===== config.mk =====
export PLATFORM = sky130hd
export DESIGN_NAME = clk_div_bank_flat
export DESIGN_NICKNAME = d
export VERILOG_FILES = /design/src/rtl/clk_div_pkg.sv /design/src/rtl/clk_div_bank_if.sv /design/src/rtl/clk_div_chan.sv /design/src/rtl/clk_div_bank.sv /design/src/flat_wrapper.sv
export SDC_FILE = /design/constraint.sdc
export NUM_CORES = 1
export LEC_CHECK = 0
export CORE_UTILIZATION = 62
export DETAILED_ROUTE_END_ITERATION = 10
export PLACE_DENSITY = 0.81
export SYNTH_ARGS = -nofsm -noshare
export SYNTH_HDL_FRONTEND = slang
export SYNTH_SLANG_ARGS = --single-unit

===== constraint.sdc =====
create_clock -name sys_clk -period 3.93 [get_ports sys_clk]
set_clock_uncertainty 0.15 [all_clocks]
set_input_delay 0.786 -clock sys_clk [delete_from_list [all_inputs] [get_ports sys_clk]]
set_output_delay 0.786 -clock sys_clk [all_outputs]
set_load 0.01 [all_outputs]

===== src/rtl/clk_div_pkg.sv =====
// Shared constants and helpers for the programmable clock divider bank.
// Widths and reset half-period defaults live here so the bank, channel and bench agree.
package clk_div_pkg;

  localparam int CNT_W_DEF  = 16;
  localparam int DEF_HP_DEF = 1;
  // A half-period of zero parks a channel with its output held low.
  localparam int HP_OFF     = 0;

  function automatic int unsigned half_period(input int unsigned ratio);
    return ratio / 2;
  endfunction

endpackage


===== src/rtl/clk_div_bank_if.sv =====
// Control/status bundle of the divider bank: realign, cascade select, config port and outputs.
// The master side drives realign and config; the slave side is the bank itself.
interface clk_div_bank_if
  import clk_div_pkg::*;
#(
  parameter int NUM_CH = 4,
  parameter int CNT_W  = CNT_W_DEF
);

  logic              sync_rst;
  logic [NUM_CH-1:0] cascade;
  logic              cfg_wr;
  logic [3:0]        cfg_ch;
  logic [CNT_W-1:0]  cfg_hp;
  logic [NUM_CH-1:0] clk_out;
  logic [NUM_CH-1:0] rise;
  logic [NUM_CH-1:0] cfg_pending;

  modport master (
    output sync_rst, cascade, cfg_wr, cfg_ch, cfg_hp,
    input  clk_out, rise, cfg_pending
  );

  modport slave (
    input  sync_rst, cascade, cfg_wr, cfg_ch, cfg_hp,
    output clk_out, rise, cfg_pending
  );

endinterface


===== src/rtl/clk_div_chan.sv =====
// One divider channel: counts advance events, toggles a 50%-duty output every act_hp events
// and swaps in a pending half-period only when a full period has completed.
module clk_div_chan
  import clk_div_pkg::*;
#(
  parameter int CNT_W  = CNT_W_DEF,
  parameter int DEF_HP = DEF_HP_DEF
) (
  input  logic             sys_clk,
  input  logic             reset,
  input  logic             adv,
  input  logic             sync_rst,
  input  logic             wr,
  input  logic [CNT_W-1:0] hp,
  output logic             clk_out,
  output logic             rise,
  output logic             pending
);

  localparam logic [CNT_W-1:0] ONE    = CNT_W'(1);
  localparam logic [CNT_W-1:0] HP_DIS = CNT_W'(HP_OFF);
  localparam logic [CNT_W-1:0] HP_RST = CNT_W'(DEF_HP);

  logic [CNT_W-1:0] cnt_reg, cnt_next;
  logic [CNT_W-1:0] act_hp_reg, act_hp_next;
  logic [CNT_W-1:0] pend_hp_reg, pend_hp_next;
  logic             pend_v_reg, pend_v_next;
  logic             clk_reg, clk_next;
  logic             rise_reg, rise_next;
  logic             apply;
  logic [CNT_W-1:0] hp_m1;

  assign hp_m1 = act_hp_reg - ONE;

  always_comb begin
    cnt_next     = cnt_reg;
    act_hp_next  = act_hp_reg;
    pend_hp_next = pend_hp_reg;
    pend_v_next  = pend_v_reg;
    clk_next     = clk_reg;
    rise_next    = 1'b0;
    apply        = 1'b0;

    if (sync_rst) begin
      cnt_next = '0;
      clk_next = 1'b0;
      apply    = pend_v_reg;
    end else if (act_hp_reg == HP_DIS) begin
      cnt_next = '0;
      clk_next = 1'b0;
      apply    = pend_v_reg;
    end else if (adv) begin
      if (cnt_reg == hp_m1) begin
        cnt_next  = '0;
        clk_next  = ~clk_reg;
        rise_next = ~clk_reg;
        // Only the falling toggle closes a period, so ratio swaps never cut a pulse short.
        apply     = clk_reg & pend_v_reg;
      end else begin
        cnt_next = cnt_reg + ONE;
      end
    end

    if (apply) begin
      act_hp_next = pend_hp_reg;
      pend_v_next = 1'b0;
    end
    // A write landing with an apply stays pending: the old value is consumed first.
    if (wr) begin
      pend_hp_next = hp;
      pend_v_next  = 1'b1;
    end
  end

  always_ff @(posedge sys_clk or negedge reset) begin
    if (!reset) begin
      cnt_reg     <= '0;
      act_hp_reg  <= HP_RST;
      pend_hp_reg <= '0;
      pend_v_reg  <= 1'b0;
      clk_reg     <= 1'b0;
      rise_reg    <= 1'b0;
    end else begin
      cnt_reg     <= cnt_next;
      act_hp_reg  <= act_hp_next;
      pend_hp_reg <= pend_hp_next;
      pend_v_reg  <= pend_v_next;
      clk_reg     <= clk_next;
      rise_reg    <= rise_next;
    end
  end

  assign clk_out = clk_reg;
  assign rise    = rise_reg;
  assign pending = pend_v_reg;

endmodule


===== src/rtl/clk_div_bank.sv =====
// Bank of NUM_CH synchronous dividers; each channel counts sys_clk or the registered rise
// pulse of the channel below it, giving one cycle of lag per cascade stage.
module clk_div_bank
  import clk_div_pkg::*;
#(
  parameter int NUM_CH = 4,
  parameter int CNT_W  = CNT_W_DEF,
  parameter int DEF_HP = DEF_HP_DEF
) (
  input  logic          sys_clk,
  input  logic          reset,
  clk_div_bank_if.slave bus
);

  logic [NUM_CH-1:0] clk_w;
  logic [NUM_CH-1:0] rise_w;
  logic [NUM_CH-1:0] pend_w;
  logic [NUM_CH-1:0] adv_w;
  logic [NUM_CH-1:0] wr_dec;
  logic              unused_cascade0;

  // Channel 0 has nothing below it, so its cascade bit carries no meaning.
  assign unused_cascade0 = bus.cascade[0];

  for (genvar gi = 0; gi < NUM_CH; gi++) begin : g_ch
    if (gi == 0) begin : g_base
      assign adv_w[gi] = 1'b1;
    end else begin : g_casc
      assign adv_w[gi] = bus.cascade[gi] ? rise_w[gi-1] : 1'b1;
    end

    // Indices at or above NUM_CH match no channel and are silently dropped.
    assign wr_dec[gi] = bus.cfg_wr && (bus.cfg_ch == 4'(gi));

    clk_div_chan #(
      .CNT_W  (CNT_W),
      .DEF_HP (DEF_HP)
    ) u_chan (
      .sys_clk  (sys_clk),
      .reset    (reset),
      .adv      (adv_w[gi]),
      .sync_rst (bus.sync_rst),
      .wr       (wr_dec[gi]),
      .hp       (bus.cfg_hp),
      .clk_out  (clk_w[gi]),
      .rise     (rise_w[gi]),
      .pending  (pend_w[gi])
    );
  end

  assign bus.clk_out     = clk_w;
  assign bus.rise        = rise_w;
  assign bus.cfg_pending = pend_w;

endmodule


===== src/flat_wrapper.sv =====
// flat-port wrapper written by rule: the top's interface ports become plain ports
module clk_div_bank_flat import clk_div_pkg::*;
#(
  parameter int NUM_CH = 4,
  parameter int CNT_W  = CNT_W_DEF,
  parameter int DEF_HP = DEF_HP_DEF
)
  (sys_clk, reset, bus_sync_rst, bus_cascade, bus_cfg_wr, bus_cfg_ch, bus_cfg_hp, bus_clk_out, bus_rise, bus_cfg_pending);
  clk_div_bank_if #(.NUM_CH(NUM_CH), .CNT_W(CNT_W)) bus_i ();
  input  logic sys_clk;
  input  logic reset;
  input wire logic [$bits(bus_i.sync_rst)-1:0] bus_sync_rst;
  input wire logic [$bits(bus_i.cascade)-1:0] bus_cascade;
  input wire logic [$bits(bus_i.cfg_wr)-1:0] bus_cfg_wr;
  input wire logic [$bits(bus_i.cfg_ch)-1:0] bus_cfg_ch;
  input wire logic [$bits(bus_i.cfg_hp)-1:0] bus_cfg_hp;
  output wire logic [$bits(bus_i.clk_out)-1:0] bus_clk_out;
  output wire logic [$bits(bus_i.rise)-1:0] bus_rise;
  output wire logic [$bits(bus_i.cfg_pending)-1:0] bus_cfg_pending;
  assign bus_i.sync_rst = bus_sync_rst;
  assign bus_i.cascade = bus_cascade;
  assign bus_i.cfg_wr = bus_cfg_wr;
  assign bus_i.cfg_ch = bus_cfg_ch;
  assign bus_i.cfg_hp = bus_cfg_hp;
  assign bus_clk_out = bus_i.clk_out;
  assign bus_rise = bus_i.rise;
  assign bus_cfg_pending = bus_i.cfg_pending;
  clk_div_bank #(.NUM_CH(NUM_CH), .CNT_W(CNT_W), .DEF_HP(DEF_HP)) u_core (.sys_clk(sys_clk), .reset(reset), .bus(bus_i));
endmodule

Yosys cells after proc, flatten, opt, wreduce, memory -nomap -nowiden
Index checks and enable logic that the tools add are counted.
W data, S select, Z words.
Storage, ports and cells
  bits in registers: 204
  output and inout bits: 12
  word-level logic and storage cells: 141
Cells by class
  $add $sub $neg: 8
  equal/unequal tests: 7
  muxes and demuxes: 71
  bitwise gates (word level): 8
  reduce and logical (&&, ||, !) cells: 23
Operators by type and width (count)
  $mux W16: 15
  $add A16 B1 Y16 const B: 4
  $eq A16 B16 Y1: 4
  $logic_not A16 Y1: 4
  $sub A16 B1 Y16 const B: 4
  $mux W1: 56
  $reduce_bool A3 Y1: 7
  $eq A4 B2 Y1 const B: 2
  $reduce_bool A2 Y1: 4
  $reduce_and A2 Y1: 3
  $and A1 B1 Y1: 4
  $eq A4 B1 Y1 const B: 1
  $logic_and A1 B1 Y1: 4
  $logic_not A4 Y1: 1
  $not A1 Y1: 4

Depth between registers and ports, before layout
  depth in word-level cells: 8
  gate-level depth with buffers: 13
  depth with buffers taken out: 9

Modules after synthesis
Synthesis repeated with hierarchy kept, for this count alone.
Unflattened totals
  cell total of the unflattened synthesis: 1147
  area total of the unflattened synthesis: 11842.6 µm²
Modules (own cells, without submodules)
  clk_div_chan at u_core.g_ch[0].u_chan ...: instances 3, cells an instance 254, area each 2805.2 µm²
  clk_div_chan at u_core.g_ch[3].u_chan: instances 1, cells an instance 376, area each 3339.5 µm²
  clk_div_bank: instances 1, cells an instance 9, area each 87.6 µm²

Worst setup path before layout
Ideal clock, no wire load.
  kind: flip-flop to flip-flop
  start point: register u_core.g_ch[2].u_chan.act_hp_reg[0]
  end point: register u_core.g_ch[2].u_chan.act_hp_reg[10]
  arrival time: 3.141 ns
  slack: 0.512 ns
  stages on the path, launching flop included: 12
  path buffers: 2
  cells stage by stage: dfstp_2 -> clkbuf_1 -> inv_1 -> ha_1 -> or4b_2 -> nor4_1 -> xnor2_1 -> nand2b_1 -> a2111oi_2 -> nand2_1 -> clkbuf_1 -> a311o_1
Between the ends
  longest elaborated chain between the ends: 6
  elaborated cells between the ends (all ways): 7
  classes of those cells: add/sub (1); eq/ne (1); mux (4); reduce/logical (1)
Ends and longest elaborated chain
  start, declared: RTL line clk_div_chan.sv:25  | logic [CNT_W-1:0] act_hp_reg, act_hp_next;
  start signal, assigned: RTL line clk_div_chan.sv:85  | act_hp_reg <= act_hp_next;
  $sub A16 B1 Y16: RTL line clk_div_chan.sv:33  | assign hp_m1 = act_hp_reg - ONE;
  $eq A16 B16 Y1: RTL line clk_div_chan.sv:53  | if (cnt_reg == hp_m1) begin
  $mux W1: RTL line clk_div_chan.sv:53
  $mux W1: RTL line clk_div_chan.sv:52  | end else if (adv) begin
  $mux W1 (*): RTL line clk_div_chan.sv:48  | end else if (act_hp_reg == HP_DIS) begin
  $mux W1 (*): RTL line clk_div_chan.sv:44  | if (sync_rst) begin
Mark *: on every way between the ends. The rest lies on a longest branch, timed or not.
A chain may end at the register's enable or synchronous reset.

Worst setup path in the final report
  start point: register u_core.g_ch[0].u_chan.act_hp_reg[1]
  end point: register u_core.g_ch[0].u_chan.act_hp_reg[14]
Between the ends
  longest elaborated chain between the ends: 5
  elaborated cells between the ends (all ways): 6
  classes of those cells: add/sub (1); eq/ne (1); mux (3); reduce/logical (1)
Ends and longest elaborated chain (RTL line)
  start, declared: clk_div_chan.sv:25
  start signal, assigned: clk_div_chan.sv:85
  $sub A16 B1 Y16: clk_div_chan.sv:33
  $eq A16 B16 Y1: clk_div_chan.sv:53
  $mux W1: clk_div_chan.sv:53
  $mux W1 (*): clk_div_chan.sv:48
  $mux W1 (*): clk_div_chan.sv:44
Marked as above.

==> out/qor.yml <==
worst_setup_path:
  crit_slowest_cell: "sky130_fd_sc_hd__or4_4"
  path_buf_inv: 1
  timing_worst_setup_path_type: "register to register"
  worst_setup_path_start_kind: "register"
  critPathRequiredTime_ns: 4.17
  timing.critical_path.max_delay_family: "simple AND/OR/NAND/NOR gates"
  ordered_list_of_cells_on_the_worst_path: "inv_1, ha_1, or4b_4, or4_4, a2111oi_2, nand4_1, nor4_2, o21ai_4, mux2_4"
  worstSetupEndpointType: "register"
  path_max_fanout: 16
  critPathArrivalTime_ns: 4.02
  max_stage_delay_ns: 0.54
pwr:
  p_per_area_nw_per_um2: 472
  comb_power_share_pct: 22.7
  internal-power_mw: 4.54
  p_switching_mw: 1.98
  vdd_drop_max_mv: 0.423
  clockPowerShare_pct: 34.7
  seq_power_share_pct: 42.7
  sw_frac_of_total_pct: 30.4
  power.leakage_nw: 5.65
global_route:
  initial_antenna_violation_count: 0
  first_pass_grt_wire_length_um: 48500
  grt_pass1_vias: 9333
  grt_start_max_net_pins: 82
  grtUsageTotal_pct: 29.5
  grt_overflow_total: 0
die:
  placeableCoreArea_sq_um: 19500
  rows: 51
  die_width_um: 143
  design.die.area_sq_um: 20600
  floorplan.initialDensity_pct: 63.5
  die-height_um: 143
  boundaryPins: 40
placed_design:
  gp_congestion: 0.927
  dpl.hpwl_um: 20500
  port_buffers: 38
  placed_cells: 1538
finish:
  flow.area_growth_from_synthesis_pct: 11.3
  num_antenna_cells: 0
  layout-drive-gt1-share_pct: 14.9
  num-nets-final: 1334
  finalNonFillerCells: 1579
synthesis:
  yosys.area_share.simple_pct: 21.8
  yosys.area_share.xor_xnor_pct: 9.04
  syn_inst: 1294
  synth_warnings: 0
  synth_seq_cells: 204
  synth_async_sr_flop_share_pct: 100
  largest_family_of_logic_cells_by_synthesized_area: "simple AND/OR/NAND/NOR gates"
  synth-adder-area-share_pct: 0.807
  post-synth-top-count-cell: "sky130_fd_sc_hd__dfrtp_1"
  synth_enable_flop_cells: 0
  synth_flop_cell: "sky130_fd_sc_hd__dfrtp_1"
  synthTopCellsByArea: "sky130_fd_sc_hd__dfrtp_1 40%, sky130_fd_sc_hd__mux2_2 6.4%, sky130_fd_sc_hd__xnor2_1 5.1%"
  mappedNetlistArea_sq_um: 12400
  synth_mux_area_share_pct: 7.90
  synth_commonest_cells: "200 x sky130_fd_sc_hd__dfrtp_1, 109 x sky130_fd_sc_hd__nand3_1, 72 x sky130_fd_sc_hd__xnor2_1"
  synth_compound_area_share_pct: 14.4
  synth_fp_nets: 1330
  synth_area_per_cell_sq_um: 9.59
  synth.distinct_cells: 80
  synth_largest_area_cell: "sky130_fd_sc_hd__dfrtp_1"
  synth_top_cell_area_share_pct: 40.3
  synth-seq-area-share_pct: 41.2
timing:
  timing.final.hold_violations: 0
  worst_slew_pin_tran_ns: 0.892
  timing.setup.tns_ns: 0
  worst_slew_margin_relative_to_its_limit_pct: 40.4
  final-setup-viol-count: 0
  final_period_minus_worst_setup_slack_ns: 3.78
  max_clock_freq_ghz: 0.265
  period_share_pct: 96.2
  timing_max_transition_violations_final: 0
clock_tree:
  clk_latency_ns: 0.50
  clkSinkCount: 204
  cts_tree: "yes"
  clock_path_buffers: 3
  cts_made_buffers: 23
  cts_root_buf: "sky130_fd_sc_hd__clkbuf_16"
  htree_levels: 1
  clk_pin_slew_worst_paths_ns: 0.06
routing:
  detailroute.via_count: 10254
  totalWireLength_um: 29900
  dr.first_iter.drc_count: 1031
  via_per_inst: 6.49
  firstDrtPassIters: 5
  route.detailed.drc: 0
  routedWlPerCell_um: 18.9
  ant_nets: 0
worst_hold_path:
  worstHoldPathType: "input port to async pin"
outcome:
  run_status: "finished clean"
job:
  max-cap-violations: 0
## cells in the final DEF (no fill, tap or decap), drive strengths merged, types with 37 or more instances in the layout
| cell | instances |
|---|---|
| clkdlybuf4s50 | 37 |
| nor2 | 68 |
| dfrtp | 200 |
| inv | 55 |
| mux2 | 81 |
| nand2 | 69 |
| nor3 | 56 |
| nand3 | 110 |
| xor2 | 56 |
| o21ai | 39 |
| xnor2 | 72 |
## through the flow
stage                     power, mW  util (%)  instance area [sq um]  setup slack (ns)  hold slack (ns)
after global placement         4.20      66.6                  13000             0.319            0.333
after floorplan                3.82         -                  12400             0.512            0.325
after CTS                      6.53      70.7                  13800             0.192            0.195
final                          6.52      70.7                  13800             0.151            0.170
after detailed placement       4.26      66.6                  13000             0.231            0.340
after global routing           6.82      70.7                  13800           -0.0215            0.232
## layout make-up
cell class,instances,area [sq um]
tap,265,332
multi-input combinational,943,6690
fill,1492,5720
clock buffer,30,632
timing repair buffer,71,669
inverter,55,206
sequential,204,5110
clock inverter,11,166
## kinds of logic after synthesis
family                     Yosys count
xor gates and xnor gates           128
buffers and inverters              147
and+or+nand+nor                    496
AOI/OAI and AO/OA                  227
muxes                               84
adders and majority gates            8
DFF                                204
## path summary, 6_finish.rpt
check / depth (start not counted) / to / slack (ns) / startpoint
min reg2reg: 1 / u_core.g_ch[0].u_chan.act_hp_reg[9] / 0.35 / u_core.g_ch[0].u_chan.pend_hp_reg[9]
min: 1 / u_core.g_ch[3].u_chan.cnt_reg[6] / 0.17 / reset
max: 9 / u_core.g_ch[0].u_chan.act_hp_reg[14] / 0.15 / u_core.g_ch[0].u_chan.act_hp_reg[1]
max reg2reg: 9 / u_core.g_ch[0].u_chan.act_hp_reg[14] / 0.15 / u_core.g_ch[0].u_chan.act_hp_reg[1]
min in group sys_clk: 1 / u_core.g_ch[0].u_chan.act_hp_reg[9] / 0.35 / u_core.g_ch[0].u_chan.pend_hp_reg[9]
max in group asynchronous: 2 / u_core.g_ch[0].u_chan.cnt_reg[3] / 2.65 / reset
## power by group through the flow
stage / Combinational (mW) / Sequential [mW] / Clock (mW)
2_1_floorplan: 1.17 / 2.65 / 0
3_3_place_gp: 1.42 / 2.78 / 0
3_5_place_dp: 1.46 / 2.80 / 0
4_1_cts: 1.47 / 2.77 / 2.29
5_1_grt: 1.63 / 2.82 / 2.38
6_report: 1.48 / 2.78 / 2.26
## layer usage
metal,wire length [um],global-route usage [%]
met1,13500,43.1
met2,14400,47.2
met3,1530,2.90
met4,518,7.22
met5,0,0
## timing repair
| action | 4_1_cts | 5_1_grt |
|---|---|---|
| setup buffers | 0 | 0 |
| hold buffers | 0 | 0 |
| gates resized for setup | 0 | 1 |
| endpoints found under the setup margin | 0 | 16 |
Power figures use the tool's default switching activity.
